[config.mk]
export PLATFORM = sky130hd
export DESIGN_NAME = core_flow_ctrl_n
export DESIGN_NICKNAME = d
export VERILOG_FILES = /design/src/rtl/core_flow_ctrl_n.sv
export SDC_FILE = /design/constraint.sdc
export NUM_CORES = 1
export LEC_CHECK = 0
export BUFFER_PORTS_ARGS = -buffer_cell sky130_fd_sc_hd__buf_2
export CORE_MARGIN = 2
export CORE_UTILIZATION = 45
export DETAILED_ROUTE_END_ITERATION = 7
export PLACE_DENSITY = 0.76
export RECOVER_POWER = 100
export SYNTH_ARGS = -nofsm -noshare
export SYNTH_HDL_FRONTEND = slang
export SYNTH_SLANG_ARGS = --single-unit
[constraint.sdc]
create_clock -name clk -period 1.9 [get_ports clk]
set_clock_uncertainty 0.05 [all_clocks]
set_input_delay 0.57 -clock clk [delete_from_list [all_inputs] [get_ports clk]]
set_output_delay 0.57 -clock clk [all_outputs]
set_load 0.01 [all_outputs]
[src/rtl/core_flow_ctrl_n.sv]
// Core control-flow sequencer: fetch PC redirect, dispatch stall and global flush
// with halt/drain handling, a drain timeout and saturating event counters.
//
// state  | meaning
// IDLE   | out of reset, waiting for start
// REDIR  | offering r_pc to fetch until it is accepted
// RUN    | fetching and dispatching
// FLUSH  | one-cycle global flush after a commit redirect
// DRAIN  | waiting for FE/RSV/ROB to empty, bounded by the drain timer
// HDRAIN | halt requested: fetch stopped, waiting for the pipe to empty
// HALTED | quiesced until halt_req drops
module core_flow_ctrl_n #(
    parameter int                NUM_FE    = 3,
    parameter int                NUM_RSV   = 4,
    parameter int                PC_W      = 32,
    parameter logic [PC_W-1:0]   RESET_PC  = '0,
    parameter logic [PC_W-1:0]   EXC_VEC   = PC_W'(32'h100),
    parameter int                DRAIN_TMO = 64,
    parameter int                CNT_W     = 16
) (
    input  logic                       clk,
    input  logic                       rst_n,
    input  logic                       i_start,
    input  logic                       i_halt_req,
    input  logic [NUM_FE-1:0]          i_fe_busy,
    input  logic [NUM_RSV-1:0]         i_rsv_busy,
    input  logic [NUM_RSV-1:0]         i_rsv_full,
    input  logic                       i_rob_full,
    input  logic                       i_rob_empty,
    input  logic                       i_dec_valid,
    input  logic [$clog2(NUM_RSV)-1:0] i_dec_rsv_sel,
    input  logic                       i_cm_valid,
    input  logic                       i_cm_mispred,
    input  logic                       i_cm_exc,
    input  logic [PC_W-1:0]            i_cm_target,
    output logic                       o_redir_valid,
    output logic [PC_W-1:0]            o_redir_pc,
    input  logic                       i_redir_ready,
    output logic                       o_fetch_en,
    output logic                       o_dispatch_stall,
    output logic                       o_flush,
    output logic                       o_halted,
    output logic                       o_drain_err,
    output logic [CNT_W-1:0]           o_flush_cnt,
    output logic [CNT_W-1:0]           o_stall_cnt
);

    localparam int TMR_W = $clog2(DRAIN_TMO);

    typedef enum logic [2:0] {
        S_IDLE,
        S_REDIR,
        S_RUN,
        S_FLUSH,
        S_DRAIN,
        S_HDRAIN,
        S_HALTED
    } state_t;

    state_t             r_state;
    state_t             w_nxt;
    logic [PC_W-1:0]    r_pc;
    logic [TMR_W-1:0]   r_tmr;
    logic               r_redir_valid;
    logic               r_fetch_en;
    logic               r_flush;
    logic               r_halted;
    logic               r_drain_err;
    logic [CNT_W-1:0]   r_flush_cnt;
    logic [CNT_W-1:0]   r_stall_cnt;

    logic               w_cm_evt;
    logic               w_all_idle;
    logic               w_in_disp;
    logic               w_stall;
    logic               w_tmo;

    assign w_cm_evt   = i_cm_valid & (i_cm_exc | i_cm_mispred);
    assign w_all_idle = ~|i_fe_busy & ~|i_rsv_busy & i_rob_empty;
    assign w_in_disp  = (r_state == S_RUN) || (r_state == S_HDRAIN);
    assign w_stall    = w_in_disp & (i_rob_full | (i_dec_valid & i_rsv_full[i_dec_rsv_sel]));
    assign w_tmo      = (r_tmr == '0);

    always_comb begin
        w_nxt = r_state;
        case (r_state)
            S_IDLE:   if (i_start) w_nxt = S_REDIR;
            S_REDIR:  if (i_redir_ready) w_nxt = S_RUN;
            S_RUN: begin
                if (w_cm_evt)        w_nxt = S_FLUSH;
                else if (i_halt_req) w_nxt = S_HDRAIN;
            end
            S_FLUSH:  w_nxt = S_DRAIN;
            S_DRAIN:  if (w_all_idle || w_tmo) w_nxt = S_REDIR;
            S_HDRAIN: begin
                if (w_cm_evt)        w_nxt = S_FLUSH;
                else if (w_all_idle) w_nxt = S_HALTED;
            end
            S_HALTED: if (!i_halt_req) w_nxt = S_REDIR;
            default:  w_nxt = S_IDLE;
        endcase
    end

    always_ff @(posedge clk or negedge rst_n) begin
        if (!rst_n) begin
            r_state       <= S_IDLE;
            r_pc          <= RESET_PC;
            r_tmr         <= '0;
            r_redir_valid <= 1'b0;
            r_fetch_en    <= 1'b0;
            r_flush       <= 1'b0;
            r_halted      <= 1'b0;
            r_drain_err   <= 1'b0;
            r_flush_cnt   <= '0;
            r_stall_cnt   <= '0;
        end else begin
            r_state       <= w_nxt;
            r_redir_valid <= (w_nxt == S_REDIR);
            r_fetch_en    <= (w_nxt == S_RUN);
            r_flush       <= (w_nxt == S_FLUSH);
            r_halted      <= (w_nxt == S_HALTED);

            if (r_state == S_IDLE && i_start)
                r_pc <= RESET_PC;
            else if (w_in_disp && w_cm_evt)
                r_pc <= i_cm_exc ? EXC_VEC : i_cm_target;

            // Timer counts down from DRAIN_TMO-1; zero marks the last allowed DRAIN cycle.
            if (w_nxt == S_DRAIN && r_state != S_DRAIN)
                r_tmr <= TMR_W'(DRAIN_TMO - 1);
            else if (r_state == S_DRAIN && !w_tmo)
                r_tmr <= r_tmr - TMR_W'(1);

            if (r_state == S_DRAIN && !w_all_idle && w_tmo)
                r_drain_err <= 1'b1;

            if (w_nxt == S_FLUSH && r_flush_cnt != '1)
                r_flush_cnt <= r_flush_cnt + CNT_W'(1);

            if (w_stall && r_stall_cnt != '1)
                r_stall_cnt <= r_stall_cnt + CNT_W'(1);
        end
    end

    assign o_redir_valid    = r_redir_valid;
    assign o_redir_pc       = r_pc;
    assign o_fetch_en       = r_fetch_en;
    assign o_dispatch_stall = w_stall;
    assign o_flush          = r_flush;
    assign o_halted         = r_halted;
    assign o_drain_err      = r_drain_err;
    assign o_flush_cnt      = r_flush_cnt;
    assign o_stall_cnt      = r_stall_cnt;

endmodule
==> flow_summary.rst, run 1 <==
.. list-table::
   :header-rows: 1

   * - Metric
     - Value
   * - Result of the run
     - finished with violations
   * - Failing checks
     - setup timing
   * - DRC viols
     - 0
   * - TritonCTS Buffers
     - 9
   * - Sum of buffers and inverters on the critical path
     - 1
   * - Maximum number of pins on one net before global-route repair
     - 34
   * - Aggregate routed wire length
     - 8500 um
   * - FP Rows
     - 32
   * - Critical Path Slowest Stage Cell
     - sky130_fd_sc_hd__or3b_4
   * - XOR/XNOR share of the synthesized area
     - 8.03%
   * - Root Buffer Master
     - sky130_fd_sc_hd__clkbuf_8
   * - Hold violation total from the final report
     - 0
   * - Kind of end point of the critical path
     - output port
   * - Final HPWL from detailed placement
     - 6040 um
   * - DR vias
     - 2972
   * - Critical Path Source Type
     - flip-flop
   * - Proportion of synthesized flip-flops having asynchronous set or reset
     - 100%
   * - Count of endpoints failing setup in the final report
     - 8
   * - WP data arrival
     - 1450 ps
   * - Largest family of logic cells by synthesized area
     - simple AND/OR/NAND/NOR gates
   * - Count of inserted antenna diode cells
     - 0
   * - Total power density per cell area
     - 1250 nW/um^2
   * - Class of the tightest hold or removal check
     - input port to flip-flop
   * - Clock sink count
     - 78
   * - Sequential share of the synthesized area
     - 55.9%
   * - Vertical die dimension
     - 92.1 um
   * - Yosys reg bits
     - 78
   * - Ranking of synthesized cells by area
     - sky130_fd_sc_hd__dfrtp_1 56%, sky130_fd_sc_hd__a22o_1 7.8%, sky130_fd_sc_hd__xnor2_1 4.5%
   * - Cell area after technology mapping
     - 3490 sq um
   * - First-pass GRT wire length
     - 13200 um
   * - Maximum achievable frequency
     - 482 MHz
   * - Basic-gate share of the synthesized area counting and, or, nand and nor cells
     - 17.1%
   * - Buffer levels on the longest clock path
     - 2
   * - WS Path Type
     - flip-flop to output port
   * - Cell taking the most area after synthesis
     - sky130_fd_sc_hd__dfrtp_1
   * - Overall routing resource usage
     - 19.5%
   * - Number of flops mapped to enable cells by yosys
     - 0
   * - Cell class contributing the biggest share of worst-path delay
     - simple AND/OR/NAND/NOR gates
   * - Share of cells above drive strength 1
     - 25.7%
   * - Remaining number of nets flagged by the antenna check after routing
     - 0
   * - Number of max-slew violations in the final report
     - 0
   * - Portion of synthesized cell area occupied by the leading cell type
     - 55.9%
   * - Number of distinct library cell variants in the gate-level netlist after synthesis
     - 51
   * - Via count of the first global-routing pass
     - 2865
   * - I/O Pins
     - 126
   * - Multiplexer fraction of the synthesized cell area
     - 1.97%
   * - Fraction of the mapped netlist area in compound gates
     - 13.4%
   * - Syn_nets
     - 358
   * - Worst vdd rail ir drop
     - 0.668 mV
   * - RSZ-0062 raised after global routing
     - true
   * - H-tree level count
     - 3
   * - Clock transition at path regs
     - 80 ps
   * - Final Net Count
     - 513
   * - Number of port buffers
     - 125
   * - Headroom to the max-slew limit
     - 17.0%
   * - Antenna violations before repair
     - 0
   * - Area growth from synthesis to layout
     - 31.3%
   * - Core outline area
     - 7610 sq um
   * - CTS tree
     - built
   * - Detailed-route wire length per cell
     - 15.1 um
   * - Dpl ws
     - -63.7 ps
   * - Gr ovfl total
     - 0
   * - Drt initial violations
     - 68
   * - Total leakage power
     - 2.18 nW
   * - Initial core utilization
     - 45.9%
   * - Total of warnings raised by yosys
     - 0
   * - Post-Synth Adder-Cell Area
     - 1.08%
   * - Max Cap Violations
     - 0
   * - Routed vias/inst
     - 5.30
   * - Filler Cell Count
     - 692
   * - Horiz. Die Dim
     - 92.1 um
   * - Synthesized area per cell
     - 11.7 sq um
   * - Post-synth top flop
     - sky130_fd_sc_hd__dfrtp_1
   * - Final Worst Setup Slack
     - -173 ps
   * - GP Congestion
     - 0.864
   * - Shortest period the worst path allows
     - 2070 ps
   * - Sequence of cells on the critical path
     - or3b_4 -> nand2_4 -> and2_4 -> buf_6
   * - Worst Path Required
     - 1280 ps
   * - Number of optimization iterations in the first detailed-route pass
     - 4
   * - Die area
     - 8480 sq um
   * - Portion of the clock cycle consumed by the worst path in the final layout
     - 109%
   * - Number of instances in the synthesized netlist
     - 299
   * - Slowest stage delay, CP
     - 410 ps
   * - Final Power
     - 5.71 mW
   * - Transition time at the pin with the least slew margin
     - 1250 ps
   * - Peak fanout along the critical path
     - 2
   * - Source-to-sink clock delay at the later pin of the worst-skew pair
     - 350 ps
## worst register-to-register path, stage by stage (launching register included)
cell and delay, ps:
sky130_fd_sc_hd__dfrtp_1 380, sky130_fd_sc_hd__or3b_4 410, sky130_fd_sc_hd__nand2_4 80, sky130_fd_sc_hd__buf_4 170, sky130_fd_sc_hd__nand2_4 90, sky130_fd_sc_hd__clkinv_4 90, sky130_fd_sc_hd__o21a_1 270, sky130_fd_sc_hd__mux2_2 370
## cells in the final DEF (no fill, tap or decap), types with 4 or more instances in the layout
cell and count:
sky130_fd_sc_hd__buf_4 12, sky130_fd_sc_hd__nand3_1 14, sky130_fd_sc_hd__a21oi_1 5, sky130_fd_sc_hd__nand4_1 8
sky130_fd_sc_hd__xor2_1 14, sky130_fd_sc_hd__inv_1 6, sky130_fd_sc_hd__buf_2 63, sky130_fd_sc_hd__nor2_1 11
sky130_fd_sc_hd__clkbuf_8 10, sky130_fd_sc_hd__a22o_1 31, sky130_fd_sc_hd__and2_1 4, sky130_fd_sc_hd__dfrtp_1 78
sky130_fd_sc_hd__clkbuf_1 70, sky130_fd_sc_hd__and4_1 5, sky130_fd_sc_hd__nor3_1 12, sky130_fd_sc_hd__xnor2_1 18
sky130_fd_sc_hd__nand2_1 24, sky130_fd_sc_hd__nand2b_1 6
## registers in the layout, summed over array words and instances (netlist names)
register,count
o_redir_pc,32
o_flush,1
r_state,3
r_tmr,6
o_redir_valid,1
o_drain_err,1
o_flush_cnt,16
o_fetch_en,1
o_halted,1
o_stall_cnt,16
## logic make-up (layout without fill, tap and decap cells)
family                   count (synthesis)  count (layout)
flip-flops                              78              78
XOR/XNOR                                32              32
AO/OA/AOI/OAI                           54              55
multiplexers                             6               6
buffers and inverters                   17             176
adder cells (fa/ha/maj)                  3               3
AND/OR/NAND/NOR                        109             109
## per-layer routing
| metal | vias to the layer above | routed length (um) | track usage [%] |
|---|---|---|---|
| met4 | 0 | 144 | 7.46 |
| met5 | - | 0 | 0 |
| met3 | 19 | 631 | 5.67 |
| met1 | 1443 | 3740 | 24.4 |
| li1 | 1406 | - | - |
| met2 | 104 | 3980 | 32.0 |
## per-stage QoR
step           cells  TNS, ps  hold slack (ps)  instance area (sq um)  utilization, %
5_1_grt          561    -6410              371                   4580            60.2
3_5_place_dp     540     -204              426                   4430            58.2
6_report         561     -609              381                   4580            60.2
2_1_floorplan    299    -11.1              224                   3510               -
4_1_cts          557     -186             53.6                   4680            61.5
3_3_place_gp     540    -6.55              402                   4430            58.2
## final cells by class
class	count	area [sq um]	area share, %
Inverter	7	31.3	0.683
Clock inverter	7	97.6	2.13
Tap cell	102	128	2.78
Clock buffer	9	124	2.70
Multi-Input combinational cell	205	1500	32.8
Timing Repair Buffer	153	749	16.4
Sequential cell	78	1950	42.6
## cell usage after synthesis, types with 3 or more instances
library cell               number
sky130_fd_sc_hd__a22o_1        31
sky130_fd_sc_hd__nand2_1       24
sky130_fd_sc_hd__and3_1         3
sky130_fd_sc_hd__buf_4          4
sky130_fd_sc_hd__and4_1         5
sky130_fd_sc_hd__nor2_1        12
sky130_fd_sc_hd__nand2b_1       6
sky130_fd_sc_hd__dfrtp_1       78
sky130_fd_sc_hd__a21oi_1        5
sky130_fd_sc_hd__nor4_1         3
sky130_fd_sc_hd__buf_2          5
sky130_fd_sc_hd__inv_1          6
sky130_fd_sc_hd__nand4_1        8
sky130_fd_sc_hd__xnor2_1       18
sky130_fd_sc_hd__and2_1         5
sky130_fd_sc_hd__nor3_1        13
sky130_fd_sc_hd__xor2_1        14
sky130_fd_sc_hd__nand3_1       15
sky130_fd_sc_hd__ha_1           3
## report_power, final
group | internal, mW | leakage, nW | switching, mW
Combinational | 0.887 | 1.03 | 1.14
Clock | 0.746 | 0.111 | 0.619
Sequential | 2.07 | 1.04 | 0.260
Total | 3.70 | 2.18 | 2.02
## what timing repair did
item | in CTS | in global routing
hold buffers | 0 | 0
resized for setup | 5 | 12
pin swaps | 2 | 6
cloned | 0 | 2
buffers inserted | 1 | 2
setup endpoints to repair | 1 | 50
## final timing paths
| path | slack, ps | from | cells after the start | to |
|---|---|---|---|---|
| hold reg to reg | 440 | o_drain_err$_DFFE_PN0P_ | 1 | o_drain_err$_DFFE_PN0P_ |
| max in group asynchronous | 190 | rst_n | 2 | r_state[2]$_DFF_PN0_ |
| setup reg to reg | -110 | r_state[2]$_DFF_PN0_ | 7 | o_flush_cnt[1]$_DFFE_PN0P_ |
| min in group asynchronous | 420 | rst_n | 1 | o_redir_pc[4]$_DFFE_PN0P_ |
| hold / removal | 380 | i_cm_target[16] | 2 | o_redir_pc[16]$_DFFE_PN0P_ |
| setup / recovery | -170 | r_state[2]$_DFF_PN0_ | 4 | o_dispatch_stall |
(Power assumes the default switching activity.)
==> run 2, diff against run 1 <==
--- a/config.mk
+++ b/config.mk
@@ -9,7 +9,7 @@
 export CORE_MARGIN = 2
 export CORE_UTILIZATION = 45
 export DETAILED_ROUTE_END_ITERATION = 7
-export PLACE_DENSITY = 0.76
+export PLACE_DENSITY = 0.74
 export RECOVER_POWER = 100
 export SYNTH_ARGS = -nofsm -noshare
 export SYNTH_HDL_FRONTEND = slang
==> constraint.sdc (replaced) <==
create_clock -name clk -period 2.56 [get_ports clk]
set_clock_uncertainty 0.05 [all_clocks]
set_input_delay 0.768 -clock clk [delete_from_list [all_inputs] [get_ports clk]]
set_output_delay 0.768 -clock clk [all_outputs]
set_load 0.01 [all_outputs]
==> flow_summary.rst, run 2 (synthesis results as in run 1) <==
.. list-table::
   :header-rows: 1

   * - Metric
     - Value
   * - Area growth from synthesis to layout
     - 24.4%
   * - Die area
     - 8480 sq um (unchanged)
   * - Source-to-sink clock delay at the later pin of the worst-skew pair
     - 350 ps (about the same)
   * - Critical Path Source Type
     - flip-flop
   * - Antenna violations before repair
     - 0 (unchanged)
   * - Worst reg2reg path startpoint
     - r_state[1]$_DFF_PN0_
   * - Summed negative setup slack over all endpoints
     - 0 ps (+609 ps)
   * - WP data arrival
     - 1620 ps (+170 ps)
   * - Number of port buffers
     - 125 (unchanged)
   * - Buffer levels on the longest clock path
     - 2 (unchanged)
   * - Worst Hold Margin
     - 429 ps (+47.9 ps)
   * - Total leakage power
     - 2.03 nW (-6.6%)
   * - Class of the tightest hold or removal check
     - flip-flop to flip-flop
   * - Detailed-route wire length per cell
     - 14.7 um (-3.2%)
   * - GP Congestion
     - 0.827 (-4.3%)
   * - Portion of the clock cycle consumed by the worst path in the final layout
     - 95.1%
   * - Initial core utilization
     - 45.9% (unchanged)
   * - Worst Path Required
     - 1740 ps (+460 ps)
   * - Aggregate routed wire length
     - 7900 um (-7.0%)
   * - Gr ovfl total
     - 0 (unchanged)
   * - Slack of the worst reg-to-reg path
     - 200 ps (+310 ps)
   * - Via count of the first global-routing pass
     - 2646 (-7.6%)
   * - Root Buffer Master
     - sky130_fd_sc_hd__clkbuf_8
   * - Filler Cell Count
     - 701 (+1.3%)
   * - CTS tree
     - built
   * - Hold violation total from the final report
     - 0 (unchanged)
   * - TritonCTS Buffers
     - 9 (unchanged)
   * - Maximum number of pins on one net before global-route repair
     - 50 (+47%)
   * - Share of cells above drive strength 1
     - 20.8% (-4.9 points)
   * - Number of cells upsized or downsized after cts
     - 0 (-5)
   * - H-tree level count
     - 3 (unchanged)
   * - First-pass GRT wire length
     - 12500 um (-4.7%)
   * - Clock transition at path regs
     - 80 ps (about the same)
   * - Top library cells by usage in the layout, fill and taps aside
     - 77 x sky130_fd_sc_hd__dfrtp_1, 70 x sky130_fd_sc_hd__clkbuf_1, 54 x sky130_fd_sc_hd__buf_2
   * - Final HPWL from detailed placement
     - 5680 um (-5.9%)
   * - Remaining number of nets flagged by the antenna check after routing
     - 0 (unchanged)
   * - Maximum achievable frequency
     - 411 MHz
   * - WS Path Type
     - flip-flop to output port
   * - Max Cap Violations
     - 0 (unchanged)
   * - Horiz. Die Dim
     - 92.1 um (unchanged)
   * - Peak fanout along the critical path
     - 12 (+10)
   * - Number of max-slew violations in the final report
     - 0 (unchanged)
   * - Vertical die dimension
     - 92.1 um (unchanged)
   * - Min-Delay Endpoint
     - o_drain_err$_DFFE_PN0P_
   * - Headroom to the max-slew limit
     - 20.2% (+3.2 points)
   * - DRC viols
     - 0 (unchanged)
   * - DR vias
     - 2867 (-3.5%)
   * - Routed vias/inst
     - 5.32 (+0.40%)
   * - Transition time at the pin with the least slew margin
     - 1200 ps (-48.3 ps)
   * - Overall routing resource usage
     - 18.6% (-0.86 points)
   * - Drt initial violations
     - 124 (+82%)
   * - I/O Pins
     - 126 (unchanged)
   * - Count of endpoints failing setup in the final report
     - 0 (-8)
   * - Logic depth of the worst register-to-register path
     - 7 (unchanged)
   * - Largest register FFs
     - 32 (unchanged)
   * - Shortest period the worst path allows
     - 2440 ps
   * - Final Net Count
     - 491 (-4.3%)
   * - Endpoint of the worst-slack reg-to-reg timing path
     - o_flush_cnt[1]$_DFFE_PN0P_
   * - Total power density per cell area
     - 928 nW/um^2 (-26%)
   * - FP Rows
     - 32 (unchanged)
   * - Core outline area
     - 7610 sq um (unchanged)
   * - Kind of end point of the critical path
     - output port
   * - RSZ-0062 raised after global routing
     - false
   * - Number of optimization iterations in the first detailed-route pass
     - 4 (unchanged)
   * - Worst vdd rail ir drop
     - 0.669 mV (+0.11%)
   * - Cell count of the worst hold path
     - 1 (-1)
   * - Result of the run
     - finished, final reports clean
   * - Startpoint of the lowest-slack hold path
     - o_drain_err$_DFFE_PN0P_
   * - Number of buffers inserted by post-CTS setup repair
     - 0 (-1)
   * - Count of inserted antenna diode cells
     - 0 (unchanged)
   * - Clock sink count
     - 78 (unchanged)
   * - Most common cell after layout, fill and taps aside
     - sky130_fd_sc_hd__dfrtp_1
   * - Number of hold-repair buffers added at the cts stage
     - 0 (unchanged)
## run 2: cell count changes in the layout (fill, tap and decap cells not counted), sizes merged
cell    delta
o211ai     -1
clkbuf     -1
buf       -20
## run 2: how the worst max path moves through the flow
stage / end / slack, ps / startpoint / cells past startpoint
final: o_dispatch_stall / 120 / r_state[1]$_DFF_PN0_ / 4
after global routing: o_dispatch_stall / 20 / r_state[1]$_DFF_PN0_ / 4
after CTS: o_dispatch_stall / 20 / r_state[1]$_DFF_PN0_ / 4
after detailed placement: o_dispatch_stall / 170 / i_dec_rsv_sel[0] / 5
after global placement: o_dispatch_stall / 190 / i_dec_rsv_sel[0] / 5
after floorplan: o_dispatch_stall / 340 / i_dec_rsv_sel[0] / 4
## run 2: final cells by class
| class | count | area [sq um] | area share (%) |
|---|---|---|---|
| sequential | 78 | 1950 | 45.0 |
| inverter | 7 | 27.5 | 0.634 |
| timing repair buffer | 132 | 586 | 13.5 |
| clock buffer | 9 | 124 | 2.85 |
| multi-input combinational | 204 | 1430 | 32.9 |
| clock inverter | 7 | 96.3 | 2.22 |
| tap | 102 | 128 | 2.94 |
## run 2: critical path: stages (launching register included)
cell and delay (ps):
sky130_fd_sc_hd__dfrtp_2 490, sky130_fd_sc_hd__or3b_1 390, sky130_fd_sc_hd__nand2_2 110, sky130_fd_sc_hd__and2_1 150, sky130_fd_sc_hd__clkbuf_2 130
## run 2: stage by stage
step	std cells	cell area (sq um)	power [mW]	utilization [%]	worst slack (ps)
finish	539	4340	4.03	57.1	124
global route	539	4340	4.29	57.1	20.4
CTS	539	4480	4.16	58.9	23.0
detailed placement	523	4260	3.13	56.0	174
global placement	523	4260	3.08	56.0	187
floorplan	299	3490	2.60	-	337
## run 2: report_power, final
group / total (mW) / switching, mW / internal, mW
Clock: 1.01 / 0.460 / 0.552
Combinational: 1.24 / 0.717 / 0.519
Sequential: 1.79 / 0.251 / 1.53
Total: 4.03 / 1.43 / 2.61
## run 2: layer usage
| layer | global-route usage, % | wire [um] |
|---|---|---|
| met1 | 24.9 | 3490 |
| met5 | 0 | 0 |
| met2 | 28.6 | 3800 |
| met3 | 5.01 | 478 |
| met4 | 7.96 | 125 |
